==> config.mk <==
export PLATFORM = sky130hd
export DESIGN_NAME = req_ack_sender
export DESIGN_NICKNAME = d
export VERILOG_FILES = /design/src/rtl/req_ack_sender.sv
export SDC_FILE = /design/constraint.sdc
export NUM_CORES = 1
export LEC_CHECK = 0
export ABC_AREA = 1
export ABC_CLOCK_PERIOD_IN_PS = 1430
export BUFFER_PORTS_ARGS = -buffer_cell sky130_fd_sc_hd__buf_2
export CORE_UTILIZATION = 40
export DETAILED_ROUTE_END_ITERATION = 12
export PLACE_DENSITY = 0.78
export SYNTH_ARGS = -nofsm -noshare
export SYNTH_HDL_FRONTEND = slang
export SYNTH_SLANG_ARGS = --single-unit
==> constraint.sdc <==
create_clock -name clk -period 1.43 [get_ports clk]
set_clock_uncertainty 0.05 [all_clocks]
set_input_delay 0.286 -clock clk [delete_from_list [all_inputs] [get_ports clk]]
set_output_delay 0.286 -clock clk [all_outputs]
set_load 0.01 [all_outputs]
==> src/rtl/req_ack_sender.sv <==
// Four-phase req/ack transmitter: holds a captured word on data_out and walks req through
// req-up, ack-up, req-down, ack-down, with an optional timeout against a dead responder.
module req_ack_sender #(
  parameter int unsigned WIDTH          = 8,
  parameter int unsigned SYNC_STAGES    = 2,
  parameter int unsigned TIMEOUT_CYCLES = 0
) (
  input  logic             clk,
  input  logic             reset_n,
  input  logic             send,
  input  logic [WIDTH-1:0] data_in,
  output logic             busy,
  output logic             done,
  output logic             timeout,
  output logic             req,
  output logic [WIDTH-1:0] data_out,
  input  logic             ack
);

  typedef enum logic [1:0] {StIdle, StReqHi, StReqLo} state_e;

  state_e             state_q, state_d;
  logic [SYNC_STAGES-1:0] ack_sync_q;
  logic               ack_s;
  logic               req_q, req_d;
  logic               done_q, done_d;
  logic               timeout_q, timeout_d;
  logic               timed_out_q, timed_out_d;
  logic [WIDTH-1:0]   data_q, data_d;
  logic               cnt_clr, cnt_en, expire;

  // ack is asynchronous to clk; only the last stage is ever looked at
  always_ff @(posedge clk or negedge reset_n) begin
    if (!reset_n) begin
      ack_sync_q <= '0;
    end else begin
      ack_sync_q <= {ack_sync_q[SYNC_STAGES-2:0], ack};
    end
  end

  assign ack_s = ack_sync_q[SYNC_STAGES-1];

  if (TIMEOUT_CYCLES != 0) begin : g_timeout
    localparam int unsigned CntW = $clog2(TIMEOUT_CYCLES + 1);
    localparam logic [CntW-1:0] CntLimit = CntW'(TIMEOUT_CYCLES);

    logic [CntW-1:0] cnt_q, cnt_next;

    always_comb begin
      cnt_next = (cnt_q == '1) ? cnt_q : cnt_q + CntW'(1);
    end

    always_ff @(posedge clk or negedge reset_n) begin
      if (!reset_n) begin
        cnt_q <= '0;
      end else if (cnt_clr) begin
        cnt_q <= '0;
      end else if (cnt_en) begin
        cnt_q <= cnt_next;
      end
    end

    // Looking at the incremented value makes req stay high exactly TIMEOUT_CYCLES cycles
    assign expire = (cnt_next >= CntLimit);
  end else begin : g_no_timeout
    logic unused_cnt;
    assign unused_cnt = cnt_clr ^ cnt_en;
    assign expire     = 1'b0;
  end

  always_comb begin
    state_d     = state_q;
    req_d       = req_q;
    data_d      = data_q;
    done_d      = 1'b0;
    timeout_d   = 1'b0;
    timed_out_d = timed_out_q;
    cnt_clr     = 1'b0;
    cnt_en      = 1'b0;
    busy        = 1'b1;
    unique case (state_q)
      StIdle: begin
        // A stale acknowledge from the last handshake blocks a new start
        busy  = ack_s;
        req_d = 1'b0;
        if (send && !ack_s) begin
          data_d      = data_in;
          req_d       = 1'b1;
          cnt_clr     = 1'b1;
          timed_out_d = 1'b0;
          state_d     = StReqHi;
        end
      end
      StReqHi: begin
        cnt_en = 1'b1;
        if (ack_s) begin
          req_d   = 1'b0;
          state_d = StReqLo;
        end else if (expire) begin
          req_d       = 1'b0;
          timeout_d   = 1'b1;
          timed_out_d = 1'b1;
          state_d     = StReqLo;
        end
      end
      StReqLo: begin
        if (!ack_s) begin
          done_d  = !timed_out_q;
          state_d = StIdle;
        end
      end
      default: begin
        req_d   = 1'b0;
        state_d = StIdle;
      end
    endcase
  end

  always_ff @(posedge clk or negedge reset_n) begin
    if (!reset_n) begin
      state_q     <= StIdle;
      req_q       <= 1'b0;
      data_q      <= '0;
      done_q      <= 1'b0;
      timeout_q   <= 1'b0;
      timed_out_q <= 1'b0;
    end else begin
      state_q     <= state_d;
      req_q       <= req_d;
      data_q      <= data_d;
      done_q      <= done_d;
      timeout_q   <= timeout_d;
      timed_out_q <= timed_out_d;
    end
  end

  assign req      = req_q;
  assign data_out = data_q;
  assign done     = done_q;
  assign timeout  = timeout_q;

endmodule

==> results of run 1 <==
per-layer routing:
layer / track usage [%] / wire [um] / up-vias
li1: - / - / 233
met1: 21.1 / 459 / 216
met2: 25.8 / 520 / 20
met3: 3.98 / 70 / 0
met4: 10.3 / 0 / 0
met5: 0 / 0 / -
flip-flops by register name, indices dropped and copies added (netlist names):
| name | flops |
|---|---|
| data_out | 8 |
| ack_sync_q | 2 |
| state_q | 2 |
| done | 1 |
| req | 1 |
what timing repair did:
action / in CTS / in global routing
gates resized for setup: 0 / 2
setup buffers: 0 / 0
hold buffers: 1 / 0
endpoints found under the setup margin: 0 / 1
endpoints found under the hold margin: 14 / 0
path summary, 6_finish.rpt:
check	startpoint	endpoint
worst min-delay path	ack	ack_sync_q[0]$_DFF_PN0_
min in group asynchronous	reset_n	ack_sync_q[0]$_DFF_PN0_
max in group asynchronous	reset_n	state_q[1]$_DFFE_PN0P_
worst min register to register	ack_sync_q[0]$_DFF_PN0_	ack_sync_q[1]$_DFF_PN0_
worst max register to register	state_q[1]$_DFFE_PN0P_	data_out[1]$_DFFE_PN0P_
worst max-delay path	state_q[1]$_DFFE_PN0P_	busy
stage by stage:
step	cells	area [sq um]	utilization [%]
5_1_grt	101	736	56.5
3_5_place_dp	96	687	52.8
3_3_place_gp	96	687	52.8
4_1_cts	101	733	56.3
6_report	101	736	56.5
2_1_floorplan	59	558	-
placed cells by master (no fill, tap or decap):
cell           Yosys  layout
nor2_4             2       2
dfrtp_2            0       2
conb_1             1       1
clkbuf_4           0       3
o21ai_0            1       1
dfrtp_1           14      12
inv_1              5       5
nand3_1            8       8
buf_4              1       1
buf_2              0      22
nand2_1           23      23
a21oi_1            1       1
dlygate4sd3_1      0       1
clkbuf_8           0       1
nand2_4            1       1
nor2_1             2       2
worst reg2reg max path: stages (launching register included):
cell     delay (ns)
dfrtp_2        0.45
nor2_4         0.12
buf_4          0.17
nand2_4        0.10
nand2_1        0.09
nand2_1        0.04
area by class of cell:
cell class | count | area (sq um) | share of cell area (%)
clock buffers | 4 | 36.3 | 4.93
multi-input cells | 39 | 181 | 24.7
flip-flops and latches | 14 | 353 | 48.0
inverters | 5 | 18.8 | 2.55
well taps | 15 | 18.8 | 2.55
repair buffers | 24 | 128 | 17.3
power by group through the flow:
stage	Sequential (uW)	Combinational (uW)	Clock, uW
after floorplan	527	82.2	0
final	497	207	286
after detailed placement	501	208	0
after CTS	496	210	290
after global placement	502	203	0
after global routing	503	235	313
kinds of logic (layout without fill, tap and decap cells):
kind of cell	count (synthesis)	in the layout
and+or+nand+nor	36	36
DFF	14	14
buffers and inverters	6	33
AOI/OAI and AO/OA	2	2
other	1	1
==> impl_metrics.tcl, run 1 <==
set metrics [dict create \
    worstPathArrival_ns 1.03 \
    power.leakage_uw 0.000429 \
    cpPeakStageDelay_ns 0.45 \
    hold_ws_ns 0.0549 \
    place_congestion 0.763 \
    htree_levels 1 \
    die_w_um 39.4 \
    power_density_nw_per_um2 1340 \
    io_pins 24 \
    drt_iter0_markers 13 \
    worstRegToRegCells 5 \
    worstSetupEndpointType "primary output" \
    syn_nets 71 \
    cp.depth 3 \
    total_power_uw 989 \
    period_share_pct 95.5 \
    cp_max_fo 4 \
    die_y_um 39.4 \
    grt_pass1_vias 404 \
    antenna_cells 0 \
    cts_inserted_buffers 3 \
    synth_compound_area_share_pct 1.79 \
    fill_cells 119 \
    slew_violations 0 \
    synthCells 59 \
    avgSynthCellArea_sq_um 9.46 \
    critical_path_class "flop to primary output" \
    power_frac_clock_pct 28.9 \
    synth_common_cells "23 x nand2_1, 14 x dfrtp_1, 8 x nand3_1" \
    viasPerCell 4.64 \
    layout.nets 99 \
    synth_most_common_cell "nand2_1" \
    finalHoldViolCount 0 \
    rsz0062_at_grt "false" \
    synth_edf_count 0 \
    finalCriticalPeriod_ns 1.37 \
    max_freq_ghz 0.732 \
    clk-insertion-delay-late_ns 0.28 \
    cts_num_sinks 14 \
    dp_hpwl_um 748 \
    grtUsageTotal_pct 16.8 \
    wirelength_mm 1.05 \
    switching_share_pct 29.1 \
    yosys.area_share.simple_pct 30.0 \
    p_int_uw 701 \
    cts_buffer_depth 2 \
    slowest_stage "dfrtp_2" \
    reg2reg_slack_ns 0.31 \
    grt_max_degree 15 \
    synthArstFlopShare_pct 100 \
    ys_ff_latch 14 \
    required_ns 1.09 \
    cts_tree "done" \
    yosysTopAreaCellShare_pct 62.8 \
    core_area_sq_um 1300 \
    dr_total_vias 469 \
    synthesis.area_sq_um 558 \
    ys_types 11 \
    synth_top_family_by_area "simple AND/OR/NAND/NOR gates" \
    fin_ws_ns 0.0639 \
    first_pass_iters 6 \
    peakVddDrop_mv 0.714 \
    wl_per_cell_um 10.4 \
    setup_viol 0 \
    cp_num_buf_inv 1 \
    synth_top_area_cell "dfrtp_1" \
    outcome "complete, no violations" \
    root_buffer "clkbuf_4" \
    area_growth_pct 31.8 \
    critPathLaunchType "flop" \
    io_buffers 22 \
    ant_nets 0 \
    fp.dieArea_sq_um 1550 \
    ys_warn_count 0 \
    synth-xor-area-share_pct 0 \
    power.share.sequential_pct 50.2 \
    preCtsSetupSlack_ns 0.302 \
    overflow 0 \
    antenna_found_initial 0 \
    synth_mux_area_share_pct 0 \
    drc_errors 0 \
    combPwrFrac_pct 20.9 \
    min_path_type "primary input to flop" \
    switching_power_uw 287 \
    cts.clk_slew.worst_paths_ns 0.09 \
    seq_area_frac_synth_pct 62.8 \
    whs_path_depth 1 \
    grt_pass1_wl_mm 1.68 \
    final_layout_size_suffix_gt1_share_pct 37.2 \
    path_cells "nor2_4 > nand2_1 > buf_2" \
    floorplan.rows 13 \
    synthAdderAreaFrac_pct 0 \
    synth_area_leaders "dfrtp_1 63%, nand2_1 15%, nand3_1 7.2%, nor2_4 4.0%, inv_1 3.4%" \
    initial_core_util_pct 42.9 \
    crit_family "flip-flops" \
    setup_tns_ns 0 \
    cap_violations 0 \
    synthFlopType "dfrtp_1" \
]
(Power assumes the default switching activity.)
==> run 2: changes to the inputs <==
ABC_AREA = default   (was 1)
==> run 2 against run 1 <==
Against the previous run:
- the flow now finishes with violations (setup timing)
- total power grew 6.3%
- maximum frequency is 12% lower
- die area fell by 0.63%
- via count down 19%
- routed wire length is 4.1% lower
- critical endpoint unchanged
==> impl_metrics.tcl, run 2 <==
set metrics [dict create \
    worstRegToRegCells 4 \
    synthCells 36 \
    cts_num_sinks 14 \
    final_layout_size_suffix_gt1_share_pct 64.6 \
    io_buffers 22 \
    power.share.sequential_pct 49.7 \
    power_frac_clock_pct 20.2 \
    seq_area_frac_synth_pct 63.2 \
    cts.clk_slew.worst_paths_ns 0.08 \
    grt_pass1_wl_mm 1.60 \
    combPwrFrac_pct 30.1 \
    cts_buffer_depth 2 \
    overflow 0 \
    critPathLaunchType "flop" \
    finalHoldViolCount 0 \
    synth_area_leaders "dfrtp_1 63%, mux2_2 16%, nor4b_4 4.3%, buf_6 2.0%, mux2i_1 1.8%" \
    ys_warn_count 0 \
    worstPathArrival_ns 1.21 \
    wl_per_cell_um 12.6 \
    root_buffer "clkbuf_4" \
    max_freq_ghz 0.648 \
    whs_path_depth 1 \
    wirelength_mm 1.01 \
    floorplan.rows 13 \
    instances_no_fill 80 \
    synthFlopType "dfrtp_1" \
    synthesis.area_sq_um 554 \
    die_y_um 39.2 \
    drc_errors 0 \
    peakVddDrop_mv 0.763 \
    initial_core_util_pct 42.6 \
    cap_violations 0 \
    final_common_cell "buf_2" \
    grt_pass1_vias 343 \
    cts_inserted_buffers 3 \
    r2r_end "data_out[3]$_DFFE_PN0P_" \
    antenna_cells 0 \
    drt_iter0_markers 7 \
    required_ns 1.09 \
    p_int_uw 763 \
    fp.dieArea_sq_um 1540 \
    layout.nets 79 \
    synthArstFlopShare_pct 100 \
    outcome "complete, but fails checks" \
    avgSynthCellArea_sq_um 15.4 \
    min_path_type "primary input to flop" \
    ant_nets 0 \
    die_w_um 39.2 \
    post-route-util_pct 59.7 \
    grt_max_degree 15 \
    violations "setup timing" \
    dp_cells 73 \
    setup_viol 9 \
    ys_ff_latch 14 \
    viasPerCell 4.76 \
    dp_hpwl_um 670 \
    place_congestion 0.654 \
    synth_top_area_cell "dfrtp_1" \
    synth_most_common_cell "dfrtp_1" \
    ys_types 16 \
    power_density_nw_per_um2 1350 \
    rsz0062_at_grt "true" \
    clk-insertion-delay-late_ns 0.27 \
    cp_max_fo 2 \
    area_growth_pct 40.2 \
    setup_tns_ns -0.436 \
    min-delay-start "ack" \
    reg2reg_from "ack_sync_q[1]$_DFF_PN0_" \
    first_pass_iters 3 \
    syn_nets 48 \
    layout_common_cells "22 x buf_2, 12 x dfrtp_1, 8 x mux2_4" \
    switching_share_pct 27.4 \
    hold_path_end "ack_sync_q[0]$_DFF_PN0_" \
    grtUsageTotal_pct 17.0 \
    fin_ws_ns -0.114 \
    worstSetupEndpointType "primary output" \
    critical_path_class "flop to primary output" \
    finalCriticalPeriod_ns 1.54 \
    largest_register_ffs 8 \
    dr_total_vias 381 \
    htree_levels 1 \
    synth_edf_count 0 \
    power.leakage_uw 0.000398 \
    synth_common_cells "14 x dfrtp_1, 8 x mux2_2" \
    cts_tree "done" \
    io_pins 24 \
    slew_violations 0 \
    core_area_sq_um 1300 \
    reg2reg_slack_ns -0.04 \
    period_share_pct 108 \
    antenna_found_initial 0 \
    fill_cells 108 \
    yosysTopAreaCellShare_pct 63.2 \
    switching_power_uw 288 \
]
run 2: cell types whose count changed in the layout (fill, tap and decap cells not counted), moves of 3 or more:
cell	delta
nand2_1	-23
mux2_4	+8
buf_4	+3
inv_1	-5
nand3_1	-8
run 2: final cells by class:
cell class	count	area [sq um]	share of cell area, %
sequential	14	353	45.4
multi-input combinational	19	210	27.1
timing repair buffer	29	173	22.2
clock buffer	3	22.5	2.90
tap	15	18.8	2.42
run 2: worst max-delay path, stage by stage, from the launching register on:
cell	delay (ns)
dfrtp_2	0.41
or3_1	0.38
buf_2	0.15
run 2: worst max-delay path by stage:
stage                             from                       to  depth (start not counted)
4_1_cts         state_q[1]$_DFFE_PN0P_                     busy                          2
3_5_place_dp   ack_sync_q[1]$_DFF_PN0_  data_out[3]$_DFFE_PN0P_                          3
3_3_place_gp   ack_sync_q[1]$_DFF_PN0_  data_out[4]$_DFFE_PN0P_                          3
2_1_floorplan   state_q[0]$_DFFE_PN0P_  data_out[0]$_DFFE_PN0P_                          3
5_1_grt         state_q[1]$_DFFE_PN0P_                     busy                          2
6_report        state_q[1]$_DFFE_PN0P_                     busy                          2
run 2: power groups by stage:
| stage | combinational [uW] | sequential (uW) | clock [uW] |
|---|---|---|---|
| final | 316 | 522 | 213 |
| after CTS | 320 | 523 | 223 |
| after global placement | 246 | 531 | 0 |
| after global routing | 341 | 532 | 234 |
| after floorplan | 118 | 557 | 0 |
| after detailed placement | 253 | 533 | 0 |
run 2: what timing repair did:
item | CTS | global route
cloned | 0 | 0
setup endpoints to repair | 9 | 9
hold endpoints to repair | 14 | 0
setup buffers | 3 | 0
pin swaps | 1 | 0
hold buffers | 1 | 0
gates resized for setup | 12 | 0
run 2: metal layers:
layer | GRT usage [%] | share of wire, % | vias to the layer above
li1 | - | - | 179
met1 | 20.6 | 45 | 185
met2 | 26.3 | 50 | 15
met3 | 5.20 | 4.3 | 2
met4 | 10.3 | 0.99 | 0
met5 | 0 | 0 | -
run 2: cell families (layout without fill, tap and decap cells):
kind of cell / after synthesis / after routing / share of synthesized area (%)
muxes: 9 / 9 / 18.1
DFF: 14 / 14 / 63.2
other: 1 / 1 / 0.677
AOI/OAI and AO/OA: 1 / 1 / 1.35
xor gates and xnor gates: 1 / 1 / 1.58
and+or+nand+nor: 7 / 7 / 10.8
buffers and inverters: 3 / 32 / 4.29
run 2: metrics by stage:
stage,instance area (sq um),total power [uW],setup slack (ns),hold WS (ns)
2_1_floorplan,554,675,-0.0481,-0.0596
6_report,777,1050,-0.114,0.0692
5_1_grt,777,1110,-0.162,0.0622
4_1_cts,777,1070,-0.116,0.0571
3_5_place_dp,682,786,-0.00684,0.144
3_3_place_gp,682,777,0.0388,0.142
==> run 3: changes to the inputs <==
TNS_END_PERCENT = 5   (was default)
==> run 3 against run 2 <==
Against the previous run:
- the flow still finishes with violations (setup timing)
- global-route usage decreased by 0.61 points
- worst hold slack about the same
- via count rose by 1.0%
- final cell count unchanged
- setup slack is essentially flat
- sequential power hardly changed
- routed wire length shrank 0.20%
- clock power about the same
- critical path depth stayed put
- sequential cell count unchanged
- final area down 0.97%
- maximum frequency hardly changed
- highest routed layer unchanged
==> impl_metrics.tcl, run 3 (synthesis gave the netlist of run 2 again) <==
set metrics [dict create \
    cts_buffer_depth 2 \
    cp_max_fo 2 \
    cts.clk_slew.worst_paths_ns 0.08 \
    peakVddDrop_mv 0.760 \
    place_congestion 0.654 \
    htree_levels 1 \
    reg2reg_from "ack_sync_q[1]$_DFF_PN0_" \
    cp_num_buf_inv 1 \
    switching_share_pct 27.6 \
    required_ns 1.09 \
    cts_num_sinks 14 \
    area_growth_pct 38.8 \
    crit_family "flip-flops" \
    initial_core_util_pct 42.6 \
    cts_inserted_buffers 3 \
    critical_path_class "flop to primary output" \
    fin_ws_ns -0.113 \
    reg2reg_slack_ns -0.07 \
    hold_path_end "ack_sync_q[0]$_DFF_PN0_" \
    multi_input_area_sq_um 203 \
    drt_iter0_markers 5 \
    power.share.sequential_pct 50.1 \
    min-delay-start "ack" \
    violations "setup timing" \
    floorplan.rows 13 \
    finalHoldViolCount 0 \
    slew_violations 0 \
    dr_total_vias 385 \
    use_met2_pct 25.8 \
    max_freq_ghz 0.648 \
    cap_violations 0 \
    final_layout_size_suffix_gt1_share_pct 64.6 \
    layout_common_cells "22 x buf_2, 12 x dfrtp_1, 6 x mux2_4" \
    layout.nets 79 \
    root_buffer "clkbuf_4" \
    seqCellArea_sq_um 353 \
    viasPerCell 4.81 \
    grtUsageTotal_pct 16.4 \
    critPathLaunchType "flop" \
    overflow 0 \
    final_common_cell "buf_2" \
    cts_tree "done" \
    largest_register_ffs 8 \
    grt_pass1_wl_mm 1.55 \
    drc_errors 0 \
    combPwrFrac_pct 29.3 \
    die_w_um 39.2 \
    wirelength_mm 1.01 \
    slowest_stage "dfrtp_2" \
    core_area_sq_um 1300 \
    setup_tns_ns -0.440 \
    io_pins 24 \
    whs_path_depth 1 \
    busiest_layer "met2" \
    antenna_found_initial 0 \
    hold_ws_ns 0.0695 \
    setup_viol 9 \
    power_density_nw_per_um2 1350 \
    ant_nets 0 \
    path_cells "or3_1 > buf_2" \
    power.leakage_uw 0.000391 \
    clk-insertion-delay-late_ns 0.27 \
    power_frac_clock_pct 20.5 \
    cpPeakStageDelay_ns 0.41 \
    finalCriticalPeriod_ns 1.54 \
    grt_max_degree 15 \
    io_buffers 22 \
    period_share_pct 108 \
    met3_usage_pct 5.20 \
    first_pass_iters 3 \
    gr-usage-met1_pct 19.1 \
    p_int_uw 754 \
    fp.dieArea_sq_um 1540 \
    fill_cells 109 \
    rsz0062_at_grt "true" \
    switching_power_uw 288 \
    worstSetupEndpointType "primary output" \
    grt_pass1_vias 344 \
    min_path_type "primary input to flop" \
    worstPathArrival_ns 1.21 \
    outcome "complete, but fails checks" \
    antenna_cells 0 \
    worstRegToRegCells 4 \
    wl_per_cell_um 12.6 \
    total_power_uw 1040 \
    dp_hpwl_um 670 \
    r2r_end "data_out[3]$_DFFE_PN0P_" \
    die_y_um 39.2 \
]
==> run 3: worst max-delay path by stage <==
stage | cells past startpoint | to | start
after CTS | 2 | busy | state_q[1]$_DFFE_PN0P_
final | 2 | busy | state_q[1]$_DFFE_PN0P_
after global placement | 3 | data_out[4]$_DFFE_PN0P_ | ack_sync_q[1]$_DFF_PN0_
after global routing | 2 | busy | state_q[1]$_DFFE_PN0P_
after detailed placement | 3 | data_out[3]$_DFFE_PN0P_ | ack_sync_q[1]$_DFF_PN0_
after floorplan | 3 | data_out[0]$_DFFE_PN0P_ | state_q[0]$_DFFE_PN0P_
==> run 3: power groups by stage <==
stage                     clock network (uW)  logic, uW  registers [uW]
after CTS                                223        304             522
final                                    214        305             522
after floorplan                            0        118             557
after detailed placement                   0        253             533
after global routing                     234        329             532
after global placement                     0        246             531
==> run 3: per-stage QoR <==
step / worst slack [ns] / cell area [sq um] / utilization, % / std cells
floorplan: -0.0481 / 554 / - / 36
global placement: 0.0388 / 682 / 52.4 / 73
detailed placement: -0.00684 / 682 / 52.4 / 73
CTS: -0.116 / 766 / 58.8 / 80
global route: -0.162 / 769 / 59.1 / 80
finish: -0.113 / 769 / 59.1 / 80
==> run 3: layout make-up <==
cell class / count / area share [%]
Clock buffer: 3 / 2.93
Multi-Input combinational cell: 19 / 26.3
Sequential cell: 14 / 45.9
Tap cell: 15 / 2.44
Timing Repair Buffer: 29 / 22.4
==> run 3: routing by layer <==
| metal | vias up | share of wire (%) | wire (um) |
|---|---|---|---|
| met5 | - | 0 | 0 |
| met4 | 0 | 1.0 | 10 |
| met2 | 15 | 50 | 498 |
| met1 | 187 | 45 | 452 |
| met3 | 2 | 4.3 | 43 |
| li1 | 181 | - | - |
==> run 3: what timing repair did <==
action                     CTS  global route
resized for setup            9             1
pin swaps                    1             0
hold buffers                 1             0
setup buffers                3             0
hold endpoints to repair    14             0
setup endpoints to repair    9             9
